$ cat src/rtl/sreg_bidir.sv
// Bidirectional N-stage shift register with parallel load, registered serial outputs, shift counter and done pulse.
// Single-cycle update, no backpressure (every shift cycle is taken); mode 11 rotates right only with SREG_BIDIR_ROTATE_EN.
module sreg_bidir #(
  parameter int N     = 4,
  parameter int WIDTH = 1
) (
  input  logic                     clk,
  input  logic                     rst,
  input  logic                     pl,
  input  logic                     en,
  input  logic [1:0]               mode,
  input  logic [WIDTH-1:0]         si_r,
  input  logic [WIDTH-1:0]         si_l,
  input  logic [N*WIDTH-1:0]       din,
  output logic [N*WIDTH-1:0]       dout,
  output logic [WIDTH-1:0]         so_r,
  output logic [WIDTH-1:0]         so_l,
  output logic [$clog2(N+1)-1:0]   cnt,
  output logic                     busy,
  output logic                     done
);

  localparam int CW = $clog2(N+1);
  localparam int DW = N * WIDTH;

  typedef enum logic {
    S_IDLE   = 1'b0,
    S_ACTIVE = 1'b1
  } state_t;

  state_t            r_state, w_state_nxt;
  logic [DW-1:0]     r_stage, w_stage_nxt;
  logic [WIDTH-1:0]  r_so_r, w_so_r_nxt;
  logic [WIDTH-1:0]  r_so_l, w_so_l_nxt;
  logic [CW-1:0]     r_cnt, w_cnt_nxt;
  logic              r_done, w_done_nxt;

  logic w_go, w_shr, w_shl, w_rot, w_shift, w_last;

  assign w_go  = en & ~pl;
  assign w_shr = w_go & (mode == 2'b01);
  assign w_shl = w_go & (mode == 2'b10);
`ifdef SREG_BIDIR_ROTATE_EN
  assign w_rot = w_go & (mode == 2'b11);
`else
  assign w_rot = 1'b0;
`endif
  assign w_shift = w_shr | w_shl | w_rot;
  assign w_last  = (r_state == S_ACTIVE) && (r_cnt == CW'(N - 1));

  always_comb begin
    w_state_nxt = r_state;
    w_stage_nxt = r_stage;
    w_so_r_nxt  = r_so_r;
    w_so_l_nxt  = r_so_l;
    w_cnt_nxt   = r_cnt;
    w_done_nxt  = 1'b0;
    if (pl) begin
      // Load wins over any shift in the same cycle, including the final one.
      w_stage_nxt = din;
      w_cnt_nxt   = '0;
      w_state_nxt = S_ACTIVE;
    end else if (w_shift) begin
      if (w_shl) begin
        w_stage_nxt = {r_stage[DW-WIDTH-1:0], si_l};
        w_so_l_nxt  = r_stage[DW-1 -: WIDTH];
      end else begin
        w_stage_nxt = {(w_rot ? r_stage[WIDTH-1:0] : si_r), r_stage[DW-1:WIDTH]};
        w_so_r_nxt  = r_stage[WIDTH-1:0];
      end
      if (r_state == S_ACTIVE) begin
        w_cnt_nxt = r_cnt + CW'(1);
        if (w_last) begin
          w_state_nxt = S_IDLE;
          w_done_nxt  = 1'b1;
        end
      end else if (r_cnt != CW'(N)) begin
        w_cnt_nxt = r_cnt + CW'(1);
      end
    end
  end

  always_ff @(posedge clk or posedge rst) begin
    if (rst) begin
      r_state <= S_IDLE;
      r_stage <= '0;
      r_so_r  <= '0;
      r_so_l  <= '0;
      r_cnt   <= '0;
      r_done  <= 1'b0;
    end else begin
      r_state <= w_state_nxt;
      r_stage <= w_stage_nxt;
      r_so_r  <= w_so_r_nxt;
      r_so_l  <= w_so_l_nxt;
      r_cnt   <= w_cnt_nxt;
      r_done  <= w_done_nxt;
    end
  end

  assign dout = r_stage;
  assign so_r = r_so_r;
  assign so_l = r_so_l;
  assign cnt  = r_cnt;
  assign busy = (r_state == S_ACTIVE);
  assign done = r_done;

endmodule
$ cat config.mk
export PLATFORM = sky130hd
export DESIGN_NAME = sreg_bidir
export DESIGN_NICKNAME = d
export VERILOG_FILES = /design/src/rtl/sreg_bidir.sv
export SDC_FILE = /design/constraint.sdc
export NUM_CORES = 1
export LEC_CHECK = 0
export ABC_CLOCK_PERIOD_IN_PS = 1850
export BUFFER_PORTS_ARGS = -buffer_cell sky130_fd_sc_hd__clkbuf_2
export CAP_MARGIN = 0
export CORE_MARGIN = 2
export CORE_UTILIZATION = 45
export CTS_BUF_LIST = sky130_fd_sc_hd__clkbuf_4
export DETAILED_ROUTE_END_ITERATION = 8
export HOLD_SLACK_MARGIN = 0.12
export PLACE_DENSITY_LB_ADDON = 0.25
export RECOVER_POWER = 50
export REMOVE_ABC_BUFFERS = 1
export SLEW_MARGIN = 20
export SYNTH_ARGS = -nofsm -noshare
export SYNTH_HDL_FRONTEND = slang
export SYNTH_SLANG_ARGS = --single-unit
$ cat constraint.sdc
create_clock -name clk -period 1.85 [get_ports clk]
set_clock_uncertainty 0.1 [all_clocks]
set_input_delay 0.37 -clock clk [delete_from_list [all_inputs] [get_ports clk]]
set_output_delay 0.37 -clock clk [all_outputs]
set_load 0.005 [all_outputs]
==> impl_metrics.tcl, run 1 <==
set metrics [dict create \
    status "finished clean" \
    end_kind "flip-flop" \
    holdCritPathClass "input port to flip-flop" \
    cts_made_buffers 3 \
    yosys.area.top_type "dfrtp_1" \
    switching_share_pct 26.2 \
    reg2reg_slack_ps 140 \
    fillers 115 \
    final.setup.tns_ps 0 \
    leakage_uw 0.000379 \
    hold_start "din[1]" \
    grt_max_degree 19 \
    regToRegStartpoint "cnt[0]" \
    drive_gt1_share_pct 36.0 \
    avgSynthCellArea_um2 10.4 \
    seqPwrFrac_pct 49.0 \
    ys_top_cells_by_count "dfrtp_1, inv_1" \
    die_h_um 42.1 \
    holdPathEnd "dout[1]" \
    fmax_ghz 0.584 \
    nets 105 \
    core_um2 1330 \
    post_dp_cell_area_um2 781 \
    critPathRequiredTime_ps 1910 \
    hold_depth 3 \
    period_share_pct 92.5 \
    pre_cts_ws_ps 145 \
    multi_input_area_um2 343 \
    dp.final_hpwl_um 977 \
    synth_edf_count 0 \
    area_growth_pct 23.8 \
    cts_root_buffer "clkbuf_4" \
    rsz0062_at_grt "no" \
    clk_latency_ps 270 \
    cp-start-kind "flip-flop" \
    path_max_fanout 4 \
    routed_wirelength_um 1280 \
    numClockSinks 11 \
    p_sw_uw 152 \
    antenna_left 0 \
    final_util_pct 60.6 \
    finalSetupViolations 0 \
    synthFlopType "dfrtp_1" \
    io_pins 23 \
    crit_start "cnt[0]" \
    fin_crit_ps 1710 \
    p_per_area_nw_per_um2 717 \
    critPathArrivalTime_ps 1770 \
    p_clk_share_pct 29.9 \
    antenna_found_initial 0 \
    critPathKind "flip-flop to flip-flop" \
    r2r-end "cnt[0]" \
    p_int_uw 428 \
    pwr-share-comb_pct 21.2 \
    cts_resized 0 \
    die_area_um2 1770 \
    maxSlewViolCount 0 \
    grt_remaining_overflow 0 \
    yosysWarnings 0 \
    ir_worst_vdd_mv 0.468 \
    hold_viol 0 \
    wl_per_cell_um 12.3 \
    num_antenna_cells 0 \
    synth.distinct_cells 24 \
    vias_per_cell 5.17 \
    grt_pass1_wl_um 2280 \
    synth_cells 63 \
    die_w_um 42.1 \
    tightest_slew_ps 481 \
    track_usage_pct 17.8 \
    cap_violations 0 \
    regArea_um2 275 \
    drc_errors 0 \
    clk_pin_slew_worst_paths_ps 70 \
    start_util_pct 49.0 \
    tritoncts "yes" \
    rows 13 \
    setup_ws_ps 139 \
    ys_seq_area_share_pct 42.1 \
    dr.pass1.iters 3 \
    numPortBuffers 22 \
    drt-initial-drc-count 6 \
    synth-async-reset-ratio_pct 100 \
    synth.most_common_cell "dfrtp_1" \
    synthTopCellsByArea "dfrtp_1, ha_1, a22oi_1" \
    ff2ff_path_depth 5 \
    htree_levels 1 \
    synth_top_area_share_pct 42.1 \
    clockBufferDepth 2 \
    slew_headroom_pct 67.7 \
    syn_area_um2 653 \
    vias 538 \
    ys_seq_elements 11 \
    final_cell_area_um2 808 \
    first_global_vias 528 \
    place.gp.congestion 0.765 \
]
[cells in the final DEF, fill, tap and decap left out]
master | synthesis | routed
mux2i_1 | 1 | 1
o21ai_0 | 4 | 4
nand2b_1 | 3 | 3
a21o_1 | 1 | 1
a22oi_1 | 4 | 4
dlygate4sd3_1 | 0 | 1
nand3b_1 | 1 | 1
nand2_1 | 4 | 4
clkbuf_1 | 1 | 2
and2b_2 | 3 | 3
a211oi_4 | 1 | 1
nor2_1 | 2 | 2
nor3b_1 | 3 | 3
or3_1 | 1 | 1
mux2_2 | 2 | 2
dfrtp_1 | 11 | 11
clkbuf_4 | 0 | 4
mux2_4 | 1 | 1
inv_1 | 5 | 5
o211ai_1 | 4 | 4
nor2b_1 | 4 | 4
a21oi_1 | 1 | 1
o31ai_1 | 1 | 1
ha_1 | 3 | 3
clkbuf_2 | 0 | 21
xnor2_1 | 0 | 1
[power groups by stage]
| stage | clock, uW | combinational (uW) | sequential (uW) |
|---|---|---|---|
| 6_report | 173 | 123 | 284 |
| 5_1_grt | 203 | 137 | 287 |
| 4_1_cts | 183 | 128 | 284 |
| 3_5_place_dp | 0 | 126 | 289 |
| 3_3_place_gp | 0 | 124 | 288 |
| 2_1_floorplan | 0 | 66.4 | 288 |
[state kept, by name (all words and copies together) (netlist names)]
signal  flops
so_l        1
cnt         3
dout        4
done        1
busy        1
so_r        1
[critical path: stages, from the launching register on]
cell,delay (ps)
dfrtp_1,390
inv_1,90
ha_1,200
and2b_2,220
a211oi_4,280
mux2_4,320
[layout make-up]
cell class              count  area share, %
well taps                  15           2.32
inverters                   5           2.32
multi-input cells          45           42.4
flip-flops and latches     11           34.1
clock buffers               4           3.72
repair buffers             24           15.2
[cells by family (layout without fill, tap and decap cells)]
logic type	Yosys count	after routing	synth area share, %
fa+ha+maj	3	3	5.75
flops	11	11	42.1
simple gates	21	21	19.7
mux	4	4	7.28
buf+inv	7	33	4.21
xor+xnor	1	1	2.49
compound gates	16	16	18.4
[repair_timing]
action                     in CTS  in global routing
hold endpoints to repair       11                  0
buffers inserted                0                  0
setup endpoints to repair       0                  0
hold buffers                    1                  0
[metrics by stage]
step	hold WS (ps)	cells	power (uW)
2_1_floorplan	122	61	355
3_3_place_gp	261	99	412
3_5_place_dp	260	99	415
4_1_cts	208	104	596
5_1_grt	229	104	627
6_report	218	104	580
[worst max-delay path by stage]
| stage | end | slack [ps] |
|---|---|---|
| after global placement | cnt[0] | 200 |
| after CTS | cnt[0] | 130 |
| after detailed placement | cnt[0] | 140 |
| after global routing | cnt[0] | 60 |
| after floorplan | cnt[0] | 220 |
| final | cnt[0] | 140 |
[layer usage]
metal | global-route usage (%) | routed length [um]
met3 | 9.05 | 60
met1 | 21.4 | 597
met2 | 26.9 | 617
met4 | 7.50 | 9
met5 | 0 | 0
Power figures use the tool's default switching activity.
==> run 2, diff against run 1 <==
==> constraint.sdc (replaced) <==
create_clock -name clk -period 1.85 [get_ports clk]
set_clock_uncertainty 0.1 [all_clocks]
set_input_delay 0.185 -clock clk [delete_from_list [all_inputs] [get_ports clk]]
set_output_delay 0.185 -clock clk [all_outputs]
set_load 0.005 [all_outputs]
==> run 2 against run 1 <==
  * Die area unchanged
  * Combinational power up 7%
  * Critical path type unchanged
  * Via count up 5.8%
  * Critical endpoint unchanged
  * Largest cell class unchanged
  * Clock-buffer cell count unchanged
  * Global-route usage down 1.1 points
  * Power up 2.1%
==> impl_metrics.tcl, run 2 (synthesis results as in run 1) <==
set metrics [dict create \
    status "finished clean" \
    clk_pin_slew_worst_paths_ps 70 \
    die_w_um 42.1 \
    antenna_found_initial 0 \
    place.gp.congestion 0.763 \
    maxSlewViolCount 0 \
    cap_violations 0 \
    grt_remaining_overflow 0 \
    tightest_slew_ps 425 \
    numPortBuffers 22 \
    routed_wirelength_um 1320 \
    rows 13 \
    critPathRequiredTime_ps 1910 \
    wl_per_cell_um 12.2 \
    first_global_vias 505 \
    finalSetupViolations 0 \
    reg2reg_slack_ps 140 \
    vias_per_cell 5.27 \
    p_per_area_nw_per_um2 686 \
    drt-initial-drc-count 14 \
    multi_input_area_um2 350 \
    clockBufferDepth 2 \
    dp.final_hpwl_um 959 \
    cp-start-kind "flip-flop" \
    cts_resized 0 \
    layoutNonFillerInstCount 108 \
    ff2ff_path_depth 5 \
    vias 569 \
    hold_start "si_l" \
    postCtsHoldBufs 6 \
    htree_levels 1 \
    path_max_fanout 4 \
    cts_root_buffer "clkbuf_4" \
    mostFrequentLayoutCells "clkbuf_2, dfrtp_1, dlygate4sd3_1" \
    final.setup.tns_ps 0 \
    worstPathCellList "inv_1 > ha_1 > and2b_2 > a211oi_4 > mux2_4" \
    drive_gt1_share_pct 35.5 \
    track_usage_pct 16.7 \
    num_antenna_cells 0 \
    hold_depth 3 \
    total_power_uw 592 \
    end_kind "flip-flop" \
    core_um2 1330 \
    fin_hold_ws_ps 178 \
    io_pins 23 \
    grt_pass1_wl_um 2160 \
    slowest_stage "dfrtp_1" \
    drc_errors 0 \
    die_h_um 42.1 \
    grt_max_degree 19 \
    largest_reg_flops 4 \
    period_share_pct 92.4 \
    post_cts_buffers 0 \
    holdCritPathClass "input port to flip-flop" \
    tritoncts "yes" \
    area_growth_pct 32.0 \
    holdPathEnd "dout[0]" \
    cts_made_buffers 3 \
    slew_headroom_pct 71.5 \
    nets 109 \
    clk_latency_ps 270 \
    leakage_uw 0.000405 \
    ir_worst_vdd_mv 0.700 \
    antenna_left 0 \
    start_util_pct 49.0 \
    rsz0062_at_grt "no" \
    regToRegStartpoint "cnt[0]" \
    critPathKind "flip-flop to flip-flop" \
    path_delay_family "flip-flops" \
    regArea_um2 275 \
    place_inst 98 \
    critPathArrivalTime_ps 1770 \
    layout_commonest_cell "clkbuf_2" \
    hold_viol 0 \
    fin_crit_ps 1710 \
    max_stage_delay_ps 390 \
    numClockSinks 11 \
    fillers 124 \
    worst-path-buf-inv 1 \
    die_area_um2 1770 \
    r2r-end "cnt[0]" \
    dr.pass1.iters 4 \
    fmax_ghz 0.585 \
]
[run 2: worst reg2reg max path, stage by stage (launching register included)]
cell      delay (ps)
dfrtp_1          390
inv_1             70
ha_1             200
and2b_2          220
a211oi_4         290
mux2_4           320
[run 2: how the worst max path moves through the flow]
stage | startpoint | to | slack, ps | depth (start not counted)
detailed placement | cnt[0] | cnt[0] | 140 | 5
floorplan | cnt[0] | cnt[0] | 220 | 5
global route | cnt[0] | cnt[0] | 30 | 5
global placement | cnt[0] | cnt[0] | 200 | 5
finish | cnt[0] | cnt[0] | 140 | 5
CTS | cnt[0] | cnt[0] | 130 | 5
[run 2: routing by layer]
layer  GRT usage, %  wire, um  part of all wire [%]  up-vias
met5              0         0                     0        -
met4           5.63        12                  0.91        0
met2           27.5       647                    49       20
li1               -         -                     -      279
met1           19.0       565                    43      268
met3           7.76        95                   7.2        2
[run 2: cell type report]
class / count / area share, %
sequential: 11 / 31.9
tap: 15 / 2.18
multi-input combinational: 45 / 40.6
inverter: 5 / 2.18
timing repair buffer: 28 / 19.6
clock buffer: 4 / 3.48
[run 2: stage by stage]
| step | util, % | setup slack, ps | area (um2) |
|---|---|---|---|
| 2_1_floorplan | - | 220 | 644 |
| 3_3_place_gp | 58.0 | 204 | 773 |
| 3_5_place_dp | 58.0 | 142 | 773 |
| 4_1_cts | 64.7 | 132 | 863 |
| 5_1_grt | 64.6 | 32.3 | 862 |
| 6_report | 64.6 | 141 | 862 |
[run 2: power breakdown]
group          switching [uW]  total [uW]  internal (uW)
clock                    77.6         176           98.1
sequential               19.2         284            265
combinational            60.0         132           71.8
total                     157         592            435
==> run 3, diff against run 2 <==
--- a/config.mk
+++ b/config.mk
@@ -5,10 +5,10 @@
 export SDC_FILE = /design/constraint.sdc
 export NUM_CORES = 1
 export LEC_CHECK = 0
-export ABC_CLOCK_PERIOD_IN_PS = 1850
+export ABC_CLOCK_PERIOD_IN_PS = 1450
 export BUFFER_PORTS_ARGS = -buffer_cell sky130_fd_sc_hd__clkbuf_2
 export CAP_MARGIN = 0
-export CORE_MARGIN = 2
+export CORE_MARGIN = 4
 export CORE_UTILIZATION = 45
 export CTS_BUF_LIST = sky130_fd_sc_hd__clkbuf_4
 export DETAILED_ROUTE_END_ITERATION = 8
==> constraint.sdc (replaced) <==
create_clock -name clk -period 1.45 [get_ports clk]
set_clock_uncertainty 0.1 [all_clocks]
set_input_delay 0.145 -clock clk [delete_from_list [all_inputs] [get_ports clk]]
set_output_delay 0.145 -clock clk [all_outputs]
set_load 0.005 [all_outputs]
==> run 3 against run 2 <==
  * The flow now finishes with violations (negative setup slack)
  * Global-route usage is 1.2 points higher
  * Design area is 7.7% higher
  * Worst hold slack worse by 65 ps
  * Setup slack worse by 280 ps
  * Combinational power is 45% higher
  * First-iteration DRC count is 14% lower
  * Clock power is 33% higher
  * Critical path type unchanged
  * Critical endpoint unchanged
==> impl_metrics.tcl, run 3 (synthesis results as in run 1) <==
set metrics [dict create \
    vias 596 \
    fmax_ghz 0.629 \
    multi_input_area_um2 364 \
    p_sw_uw 215 \
    first_global_vias 605 \
    largest_reg_flops 4 \
    tritoncts "yes" \
    core_um2 1330 \
    cp-start-kind "flip-flop" \
    pwr-share-comb_pct 24.4 \
    holdCritPathClass "input port to flip-flop" \
    rows 13 \
    area_growth_pct 42.1 \
    r2r-end "cnt[0]" \
    critPathArrivalTime_ps 1660 \
    period_share_pct 110 \
    io_pins 23 \
    tightest_slew_ps 440 \
    p_int_uw 573 \
    p_clk_share_pct 29.7 \
    final.setup.tns_ps -367 \
    fillers 116 \
    rsz0062_at_grt "yes" \
    met3_usage_pct 7.42 \
    cap_violations 0 \
    hold_viol 0 \
    critPathRequiredTime_ps 1520 \
    top_usage_layer "met2" \
    violations "negative setup slack" \
    critPathKind "flip-flop to flip-flop" \
    drt-initial-drc-count 12 \
    post_dp_cell_area_um2 811 \
    use_met2_pct 28.3 \
    grt_pass1_wl_um 2590 \
    nets 116 \
    grt_remaining_overflow 0 \
    grt_max_degree 17 \
    switching_share_pct 27.3 \
    regToRegStartpoint "cnt[0]" \
    vias_per_cell 5.18 \
    ff2ff_path_depth 5 \
    clk_latency_ps 280 \
    p_per_area_nw_per_um2 849 \
    routed_wirelength_um 1500 \
    die_w_um 46.1 \
    ir_worst_vdd_mv 0.829 \
    slew_headroom_pct 70.5 \
    wl_per_cell_um 13.0 \
    track_usage_pct 17.9 \
    cts_root_buffer "clkbuf_4" \
    htree_levels 1 \
    num_antenna_cells 0 \
    final_util_pct 69.6 \
    fin_hold_ws_ps 113 \
    status "finished with violations" \
    dp.final_hpwl_um 1080 \
    setup_ws_ps -139 \
    antenna_found_initial 0 \
    cts_made_buffers 3 \
    seqPwrFrac_pct 45.9 \
    dr.pass1.iters 5 \
    place.gp.congestion 0.726 \
    start_util_pct 49.0 \
    reg2reg_slack_ps -140 \
    die_area_um2 2120 \
    leakage_uw 0.000438 \
    die_h_um 46.1 \
    mostFrequentLayoutCells "clkbuf_2, dfrtp_1, buf_4" \
    place_inst 103 \
    numClockSinks 11 \
    maxSlewViolCount 0 \
    layout_commonest_cell "clkbuf_2" \
    path_max_fanout 3 \
    finalSetupViolations 3 \
    fin_crit_ps 1590 \
    layoutNonFillerInstCount 115 \
    numPortBuffers 22 \
    crit_end "cnt[0]" \
    antenna_left 0 \
    drive_gt1_share_pct 45.0 \
    end_kind "flip-flop" \
    clk_pin_slew_worst_paths_ps 80 \
    final_cell_area_um2 928 \
    drc_errors 0 \
    regArea_um2 275 \
    clockBufferDepth 2 \
    use_met1_pct 20.6 \
    crit_start "cnt[0]" \
]
-- run 3: metrics by stage --
step	setup slack [ps]	power (uW)
CTS	-146	789
floorplan	-180	453
finish	-139	788
detailed placement	-217	539
global route	-200	839
global placement	-158	534
-- run 3: layer usage --
metal / routed length, um / vias to the layer above
met5: 0 / -
met2: 726 / 19
li1: - / 295
met3: 97 / 7
met1: 636 / 275
met4: 36 / 0
-- run 3: area by class of cell --
type                            count  share of cell area [%]
Clock buffer                        4                    3.23
Sequential cell                    11                    29.6
Inverter                            5                    2.02
Multi-Input combinational cell     45                    39.2
Timing Repair Buffer               35                    23.9
Tap cell                           15                    2.02
-- run 3: worst min-delay path by stage --
stage	to	cells past startpoint	startpoint	slack, ps
after floorplan	busy	1	rst	-100
after global placement	so_r	2	rst	40
after detailed placement	dout[0]	2	rst	40
after CTS	dout[0]	3	si_l	130
after global routing	dout[0]	3	si_l	150
final	dout[0]	3	si_l	110
-- run 3: repair_timing --
action                     CTS  global route
hold endpoints to repair    16             0
setup endpoints to repair    3             3
pin swaps                    3             2
resized for setup            3             2
buffers inserted             1             1
hold buffers                 6             0
-- run 3: power by group through the flow --
| stage | clock network (uW) | logic [uW] | registers (uW) |
|---|---|---|---|
| floorplan | 0 | 84.7 | 368 |
| global placement | 0 | 168 | 366 |
| detailed placement | 0 | 171 | 368 |
| CTS | 237 | 190 | 362 |
| global route | 255 | 215 | 368 |
| finish | 234 | 192 | 362 |
-- run 3: worst max-delay path: stages, from the launching register on --
cell,delay (ps)
dfrtp_1,410
inv_2,50
ha_2,160
and2b_2,210
a211oi_4,240
mux2_4,320
